`config.mk`:
```
export PLATFORM = sky130hd
export DESIGN_NAME = sync_receive_module
export DESIGN_NICKNAME = d
export VERILOG_FILES = /design/src/rtl/sync_pkg.sv /design/src/rtl/sync_byte_serializer.sv /design/src/rtl/sync_receive_module.sv
export SDC_FILE = /design/constraint.sdc
export NUM_CORES = 1
export LEC_CHECK = 0
export CAP_MARGIN = 20
export CORE_MARGIN = 3
export CORE_UTILIZATION = 65
export CTS_CLUSTER_DIAMETER = 80
export CTS_CLUSTER_SIZE = 20
export DETAILED_ROUTE_END_ITERATION = 10
export MAX_ROUTING_LAYER = met4
export PLACE_DENSITY = 0.86
export SLEW_MARGIN = 30
export SYNTH_ARGS = -nofsm -noshare
export SYNTH_HDL_FRONTEND = slang
export SYNTH_SLANG_ARGS = --single-unit
```
`constraint.sdc`:
```
create_clock -name i_clk -period 11.15 [get_ports i_clk]
set_input_delay 2.23 -clock i_clk [delete_from_list [all_inputs] [get_ports i_clk]]
set_output_delay 2.23 -clock i_clk [all_outputs]
set_load 0.02 [all_outputs]
```
`src/rtl/sync_pkg.sv`:
```
// Shared definitions for the 6-byte timestamp sync link (controller and receiver).
package sync_pkg;
  localparam int TS_W       = 48;
  localparam int SYNC_BYTES = 6;

  typedef enum logic [1:0] {RX_IDLE = 2'd0, RX_BYTE = 2'd1, RX_DROP = 2'd2} rx_state_t;
  typedef enum logic {TX_IDLE = 1'b0, TX_SEND = 1'b1} tx_state_t;
endpackage

```
`src/rtl/sync_byte_serializer.sv`:
```
// Loads a 48-bit word and emits it as 6 MSB-first bytes; one request can queue behind the active frame.
module sync_byte_serializer
  import sync_pkg::*;
(
  input  logic            clk,
  input  logic            rst_n,
  input  logic            req,
  input  logic [TS_W-1:0] data,
  output logic [7:0]      byte_data,
  output logic            byte_wr,
  output logic            busy
);
  tx_state_t       state, state_nx;
  logic [TS_W-1:0] sh, sh_nx, pend_data, pend_data_nx, src;
  logic [2:0]      cnt, cnt_nx;
  logic            pend, pend_nx, wr_nx;
  logic [7:0]      dat_nx;

  // a request on the last-byte cycle is newer than anything pending
  assign src  = req ? data : pend_data;
  assign busy = (state == TX_SEND);

  always_ff @(posedge clk or negedge rst_n) begin
    if (!rst_n) begin
      state     <= TX_IDLE;
      sh        <= '0;
      pend_data <= '0;
      cnt       <= '0;
      pend      <= 1'b0;
      byte_data <= '0;
      byte_wr   <= 1'b0;
    end else begin
      state     <= state_nx;
      sh        <= sh_nx;
      pend_data <= pend_data_nx;
      cnt       <= cnt_nx;
      pend      <= pend_nx;
      byte_data <= dat_nx;
      byte_wr   <= wr_nx;
    end
  end

  always_comb begin
    state_nx     = state;
    sh_nx        = sh;
    pend_data_nx = pend_data;
    cnt_nx       = cnt;
    pend_nx      = pend;
    dat_nx       = byte_data;
    wr_nx        = byte_wr;
    case (state)
      TX_IDLE: begin
        dat_nx = '0;
        wr_nx  = 1'b0;
        if (req) begin
          state_nx = TX_SEND;
          sh_nx    = data;
          cnt_nx   = '0;
        end
      end
      TX_SEND: begin
        if (cnt == 3'(SYNC_BYTES)) begin
          if (req || pend) begin
            dat_nx  = src[TS_W-1 -: 8];
            sh_nx   = {src[TS_W-9:0], 8'h00};
            wr_nx   = 1'b1;
            cnt_nx  = 3'd1;
            pend_nx = 1'b0;
          end else begin
            dat_nx   = '0;
            wr_nx    = 1'b0;
            cnt_nx   = '0;
            state_nx = TX_IDLE;
          end
        end else begin
          dat_nx = sh[TS_W-1 -: 8];
          sh_nx  = {sh[TS_W-9:0], 8'h00};
          wr_nx  = 1'b1;
          cnt_nx = cnt + 3'd1;
          if (req) begin
            pend_nx      = 1'b1;
            pend_data_nx = data;
          end
        end
      end
      default: state_nx = TX_IDLE;
    endcase
  end
endmodule

```
`src/rtl/sync_receive_module.sv`:
```
// Sync link receiver: deserializes sync frames, corrects the local clock, reports corrected time.
// Optional offset alarm output enabled by defining SRM_OFFSET_ALARM_EN.
module sync_receive_module
  import sync_pkg::*;
#(
  parameter logic [TS_W-1:0] TS_STEP = 48'd1,
  parameter logic [TS_W-1:0] RX_COMP = 48'd7
`ifdef SRM_OFFSET_ALARM_EN
  , parameter logic [TS_W-1:0] OFFSET_LIMIT = 48'd20000
`endif
) (
  input  logic            i_clk,
  input  logic            i_rst_n,
  input  logic [7:0]      iv_sync_data,
  input  logic            i_sync_data_wr,
  output logic [TS_W-1:0] ov_local_ts,
  output logic            o_ts_sync_pulse,
  output logic [TS_W-1:0] ov_offset,
  output logic            o_offset_sign,
  output logic            o_frame_err,
  output logic [7:0]      ov_app_data,
  output logic            o_app_data_wr,
  output logic [3:0]      ov_srm_state
`ifdef SRM_OFFSET_ALARM_EN
  , output logic          o_offset_alarm
`endif
);
  rx_state_t       rx_state, rx_nx;
  logic [TS_W-1:0] rx_sh, rx_sh_nx, tgt, diff;
  logic [2:0]      rx_cnt, rx_cnt_nx;
  logic            frame_done, done_nx, err_nx, ahead, tx_busy;

  always_ff @(posedge i_clk or negedge i_rst_n) begin
    if (!i_rst_n) begin
      rx_state    <= RX_IDLE;
      rx_sh       <= '0;
      rx_cnt      <= '0;
      frame_done  <= 1'b0;
      o_frame_err <= 1'b0;
    end else begin
      rx_state    <= rx_nx;
      rx_sh       <= rx_sh_nx;
      rx_cnt      <= rx_cnt_nx;
      frame_done  <= done_nx;
      o_frame_err <= err_nx;
    end
  end

  always_comb begin
    rx_nx     = rx_state;
    rx_sh_nx  = rx_sh;
    rx_cnt_nx = rx_cnt;
    done_nx   = 1'b0;
    err_nx    = 1'b0;
    case (rx_state)
      RX_IDLE: if (i_sync_data_wr) begin
        rx_sh_nx  = {rx_sh[TS_W-9:0], iv_sync_data};
        rx_cnt_nx = 3'd1;
        rx_nx     = RX_BYTE;
      end
      RX_BYTE: if (i_sync_data_wr) begin
        rx_sh_nx  = {rx_sh[TS_W-9:0], iv_sync_data};
        rx_cnt_nx = rx_cnt + 3'd1;
        if (rx_cnt == 3'(SYNC_BYTES - 1)) begin
          done_nx = 1'b1;
          rx_nx   = RX_DROP;
        end
      end else begin
        err_nx    = 1'b1;
        rx_cnt_nx = '0;
        rx_nx     = RX_IDLE;
      end
      RX_DROP: if (!i_sync_data_wr) begin
        rx_cnt_nx = '0;
        rx_nx     = RX_IDLE;
      end
      default: rx_nx = RX_IDLE;
    endcase
  end

  // rx_sh is frozen in RX_DROP, so tgt is stable on the correction cycle
  assign tgt   = rx_sh + RX_COMP;
  assign ahead = ov_local_ts > tgt;
  assign diff  = ahead ? (ov_local_ts - tgt) : (tgt - ov_local_ts);

  always_ff @(posedge i_clk or negedge i_rst_n) begin
    if (!i_rst_n) begin
      ov_local_ts     <= '0;
      ov_offset       <= '0;
      o_offset_sign   <= 1'b0;
      o_ts_sync_pulse <= 1'b0;
    end else begin
      o_ts_sync_pulse <= frame_done;
      if (frame_done) begin
        ov_local_ts   <= tgt;
        ov_offset     <= diff;
        o_offset_sign <= ahead;
      end else begin
        ov_local_ts   <= ov_local_ts + TS_STEP;
      end
    end
  end

`ifdef SRM_OFFSET_ALARM_EN
  always_ff @(posedge i_clk or negedge i_rst_n) begin
    if (!i_rst_n)        o_offset_alarm <= 1'b0;
    else if (frame_done) o_offset_alarm <= (diff > OFFSET_LIMIT);
  end
`endif

  sync_byte_serializer u_ser (
    .clk       (i_clk),
    .rst_n     (i_rst_n),
    .req       (frame_done),
    .data      (tgt),
    .byte_data (ov_app_data),
    .byte_wr   (o_app_data_wr),
    .busy      (tx_busy)
  );

  assign ov_srm_state = {rx_state, 1'b0, tx_busy};
endmodule

```
# --- Word level (Yosys, flattened, before mapping) ---
# Cells that the tools add are included.
# Widths: inputs -> output; s select.
classes:
  eq_ne: 10
  magnitude_cmp: 1
  div: 0
  n_bitwise: 2
  n_reduce_logical: 11
  mul: 0
  shift: 0
  mux: 36
  n_addsub: 6
op_table:
  columns: ["operator", "n"]
  rows:
  - ["$mux 48", 6]
  - ["$pmux 48 s2", 1]
  - ["$sub 48x48->48", 2]
  - ["$add 48x1->48 const B", 1]
  - ["$add 48x3->48 const B", 1]
  - ["$gt 48x48->1", 1]
  - ["$mux 8", 2]
  - ["$pmux 8 s2", 1]
  - ["$mux 3", 5]
  - ["$mux 1", 12]
  - ["$pmux 3 s3", 1]
  - ["$reduce_and 3->1", 3]
  - ["$mux 2", 4]
  - ["$ne 2x2->1 const B", 4]
  - ["$add 3x1->3 const B", 2]
  - ["$eq 3x3->1 const B", 2]
  - ["$ne 3x3->1 const B", 2]
  - ["$pmux 2 s3", 1]
  - ["$pmux 3 s2", 1]
  - ["$reduce_and 2->1", 3]
  - ["$pmux 1 s2", 2]
  - ["$reduce_bool 3->1", 1]
  - ["$eq 2x1->1 const B", 1]
  - ["$eq 2x2->1 const B", 1]
  - ["other kinds (5)", 6]
totals:
  out_inout_bits: 112
  latchBits: 0
  memories: 0
  rom_bits: 0
  mem_bits_rw: 0
  ff_bits: 263

# --- Longest topological paths before layout ---
depth:
  ltp_word: 5
  ltp_mapped: 25

# --- Hierarchy ---
# Synthesis repeated with hierarchy kept, for this count alone.
unflattened:
  cells_unflattened: 2100
  area_unflattened_um2: 18950.7
modules_own_cells:
  columns: ["mod", "instances", "area_per_inst_um2", "cells_per_inst"]
  rows:
  - ["sync_receive_module", 1, 13251.5, 1600]
  - ["sync_byte_serializer", 1, 5699.2, 500]

# --- Worst setup path after synthesis ---
# Ideal clock, no wire load.
synth_timing:
  path_kind: "register to register"
  from: "reg rx_sh[7]"
  to: "reg ov_offset[47]"
  arrival_ns: 4.631
  required_time_ns: 11.081
  synth_period_minus_slack_ns: 4.700
  slack_ns: 6.450
  setup_time_ns: 0.069
  path_stages_with_launch: 23
  path_buffers: 5
  cell_sequence: "dfrtp_1 clkbuf_1 and3_1 clkbuf_1 nand4_1 clkbuf_1 nor4_1 xnor2_1 inv_1 ha_1 clkbuf_1 and2_0 nand3_1 nor2_1 and3_1 nand4_1 nand2_1 o2bb2ai_1 or2_1 buf_6 o41a_1 a211o_1 nand3_1"
synth_via:
  elab_chain_cells: 3
  word_cells_on_any_way: 5
  cone_classes: "add/sub (3); order compare (1); mux (1)"
synth_rtl:
  columns: ["element", "line_no", "rtl"]
  rows:
  - ["start: declaration", "sync_receive_module.sv:29", "logic [TS_W-1:0] rx_sh, rx_sh_nx, tgt, diff;"]
  - ["start signal: assignment", "sync_receive_module.sv:42", "rx_sh <= rx_sh_nx;"]
  - ["$add 48x3->48 (*)", "sync_receive_module.sv:82", "assign tgt = rx_sh + RX_COMP;"]
  - ["$sub 48x48->48 or $gt 48x48->1 (tied branches)", "sync_receive_module.sv:84, sync_receive_module.sv:83", null]
  - ["$mux 48 (*)", "sync_receive_module.sv:84", "assign diff = ahead ? (ov_local_ts - tgt) : (tgt - ov_local_ts);"]
  - ["end signal: assignment", "sync_receive_module.sv:96", "ov_offset <= diff;"]
  - ["end: declaration", "sync_receive_module.sv:18", "output logic [TS_W-1:0] ov_offset,"]
# Every way passes the cells marked *; elsewhere a longest branch is shown, timed or not.
# A chain may end at the register's enable or synchronous reset.

# --- Worst setup path in the final report ---
layout_timing:
  from: "reg rx_sh[0]"
  to: "reg ov_offset[9]"
# The elaborated chain is that of the path after synthesis.

==> flow_summary_export.csv <==
group,metric,value,unit
setup_path,critPathMaxFanout,17,
synth,yosysTopAreaCell,"dfrtp_1",
sta,setup_viol,0,
drt,dr.pass1.iters,8,
drt,vias_per_cell,6.84,
run_status,status,"finished clean",
setup_path,crit_type,"flip-flop to flip-flop",
setup_path,startpoint,"rx_sh[0]$_DFFE_PN0P_",
synth,synthArstFlopShare,100,%
global_routing,grt_pass1_wl,94900,µm
cells_and_area,finish.net_count,2356,
cells_and_area,antenna_cells,0,
drt,num_vias,18000,
die,core_area,0.0273,mm²
synth,yosysSeqAreaShare,36.1,%
clock_tree,cts_buffers,17,
drt,initialDrtViolationCount,3201,
cells_and_area,finalNonFillerCells,2632,
synth,yosys-top-cells-area,"dfrtp_1 36%, a21oi_1 6.1%, ha_1 6.0%, nand2_1 5.0%, o21ai_0 4.7%",
die,io_pins,123,
sta,hold_viol,0,
clock_tree,cts_tree,"done",
clock_tree,htree_levels,1,
global_routing,grt_start_max_net_pins,125,
power,power_leakage,0.00857,µW
placement,io_buffers,121,
placement,dp.cells,2608,
global_routing,grt_pass1_vias,16600,
cells_and_area,area_growth,9.99,%
global_routing,grt.busiest_layer,"met1",
synth,synth-seq-cells,263,
drt,route.detailed.drc,0,
flow_run,max-cap-violations,0,
setup_path,r2r-end,"ov_offset[9]$_DFFE_PN0P_",
synth,yosysMostFrequentCell,"dfrtp_1",
placement,place_hpwl,45400,µm
global_routing,antenna_found_initial,0,
synth,syn-num-nets,2336,
sta,min_period,6.75,ns
global_routing,grt-ovfl-total,0,
die,die-height,173,µm
sta,post-route-period-util,60.6,%
global_routing,grt_util_met1,58.0,%
synth,synth_area,0.0182,mm²
sta,max_freq,0.148,GHz
drt,antenna_left,0,
setup_path,cp-start-kind,"flip-flop",
clock_tree,clock_path_buffers,3,
setup_path,setup.worst_path.end,"ov_offset[9]$_DFFE_PN0P_",
min_path,hold_path_class,"flip-flop to flip-flop",
drt,drt-total-wl,61400,µm
setup_path,required,11.56,ns
synth,synth_cell_types,79,
clock_tree,cts_sinks,263,
die,dieArea,0.0301,mm²
clock_tree,clk_latency,0.54,ns
sta,rsz0062_at_grt,"false",
setup_path,arrival,7.16,ns
synth,synth_edf_count,0,
sta,drv_slew,0,
power,powerDensity,323,mW/mm²
synth,synth_top_area_share,36.1,%
die,initial_core_util,66.9,%
clock_tree,root_buffer,"clkbuf_16",
cells_and_area,n_fill_cell,1955,
placement,gp_congestion,1.03,
die,dieWidth,173,µm
synth,yosys-top-cells-count,"263 x dfrtp_1, 244 x nand2_1, 227 x nor2_1, 222 x a21oi_1, 171 x o21ai_0",
setup_path,r2r_slack,4.40,ns
synth,syn_area_per_cell,8.15,µm²
die,num_rows,60,
synth,yosysWarningCount,0,
synth,synth_cells,2236,
setup_path,timing.rr.start,"rx_sh[0]$_DFFE_PN0P_",
clock_tree,clk_pin_slew,0.08,ns
power,peakVddDrop,0.231,mV
sta,tns,0,ns
cells_and_area,final_layout_size_suffix_gt1_share,5.49,%
sta,worstMarginPinSlew,1.01,ns
global_routing,grtUsageMet3,10.2,%
clock_tree,hold_buffers,0,
setup_path,r2r_cells,20,
drt,post_drt_wl_per_cell,23.3,µm
sta,finalClockSkew,0.0291,ns
global_routing,grt_use_total,40.5,%
synth,synth_flop_cell,"dfrtp_1",
setup_path,end_kind,"flip-flop",
sta,slew_headroom,32.0,%
clock_tree,post_cts_resized,0,
clock_tree,cts_setup_buffers,0,
global_routing,met2_usage,57.4,%
==> routing by layer <==
layer,routed length (µm),vias up
li1,-,7881
met1,25200,8537
met2,26000,1372
met3,8150,223
met4,2000,0
met5,0,-
==> flip-flops by register name, indices dropped and copies added (netlist names) <==
register and cells:
ov_local_ts 48, u_ser.pend_data 48, o_frame_err 1, ov_offset 48, o_offset_sign 1, u_ser.cnt 3
o_ts_sync_pulse 1, u_ser.byte_data 8, frame_done 1, u_ser.byte_wr 1, rx_cnt 3, u_ser.busy 1
rx_state 2, u_ser.sh 48, u_ser.pend 1, rx_sh 48
==> critical path: stages, from the launching register on <==
cell and delay [ns]:
dfrtp_1 0.49, inv_1 0.14, ha_1 0.26, nand2b_1 0.16
nand4_1 0.42, nor2_1 0.35, nand3b_1 0.25, nor3_1 0.28
xor2_1 0.55, ha_1 0.33, inv_1 0.13, nor4_1 0.75
nand4_1 0.32, nand3_1 0.18, a211oi_2 0.04, buf_4 0.24
nor2_2 0.68, buf_4 0.43, mux2i_1 0.26, xor2_1 0.09
mux2_2 0.28
==> kinds of logic after synthesis <==
group           synth area share (%)
mux                             4.98
fa+ha+maj                       6.19
flops                           36.1
buf+inv                         5.76
xor+xnor                        5.72
other cells                   0.0206
simple gates                    19.4
compound gates                  21.8
==> cell type report <==
class / count / area (µm²) / share of cell area [%]
flip-flops and latches: 263 / 6590 / 32.9
repair buffers: 141 / 1390 / 6.94
well taps: 372 / 465 / 2.32
clock buffers: 19 / 443 / 2.21
clock inverters: 4 / 52.6 / 0.262
multi-input cells: 1701 / 10600 / 52.9
inverters: 132 / 498 / 2.48
==> cells in the final DEF (no fill, tap or decap), types with 32 or more instances in the layout <==
cell type          n
dfrtp_1          261
mux2_2            53
a21oi_1          222
ha_1              87
xor2_1            32
clkdlybuf4s50_1  120
o21ai_0          171
nor3_1            41
inv_1            131
nor2_1           226
nand4_1           41
xnor2_1           87
a211oi_1          32
nand2_1          243
a21o_1            40
nand3_1           73
==> report_power, final <==
| group | internal [µW] | total, µW | switching, µW |
|---|---|---|---|
| Sequential | 1250 | 1630 | 379 |
| Clock | 310 | 652 | 342 |
| Combinational | 1540 | 4200 | 2660 |
==> through the flow <==
step           hold WS (ns)  utilization [%]  power [µW]  area [µm²]  setup slack (ns)
5_1_grt               0.503             73.6        6840       20000              3.87
4_1_cts               0.486             73.4        6300       20000              4.57
3_3_place_gp          0.459             71.6        5550       19500              4.85
3_5_place_dp          0.467             71.6        5620       19500              4.60
2_1_floorplan         0.352                -        4280       18200              6.45
6_report              0.489             73.6        6480       20000              4.40
==> worst min path at each step <==
stage                                         startpoint                        endpoint  slack [ns]  cells past startpoint
after global routing            u_ser.sh[46]$_DFFE_PN0P_        u_ser.sh[46]$_DFFE_PN0P_        0.50                      1
after global placement    u_ser.pend_data[3]$_DFFE_PN0P_  u_ser.pend_data[3]$_DFFE_PN0P_        0.46                      2
after floorplan                     frame_done$_DFF_PN0_       o_ts_sync_pulse$_DFF_PN0_        0.35                      0
after CTS                       u_ser.sh[46]$_DFFE_PN0P_        u_ser.sh[46]$_DFFE_PN0P_        0.49                      1
final                           u_ser.sh[46]$_DFFE_PN0P_        u_ser.sh[46]$_DFFE_PN0P_        0.49                      1
after detailed placement        u_ser.sh[46]$_DFFE_PN0P_        u_ser.sh[46]$_DFFE_PN0P_        0.47                      1
No activity file was read; power rests on OpenSTA's default activity.
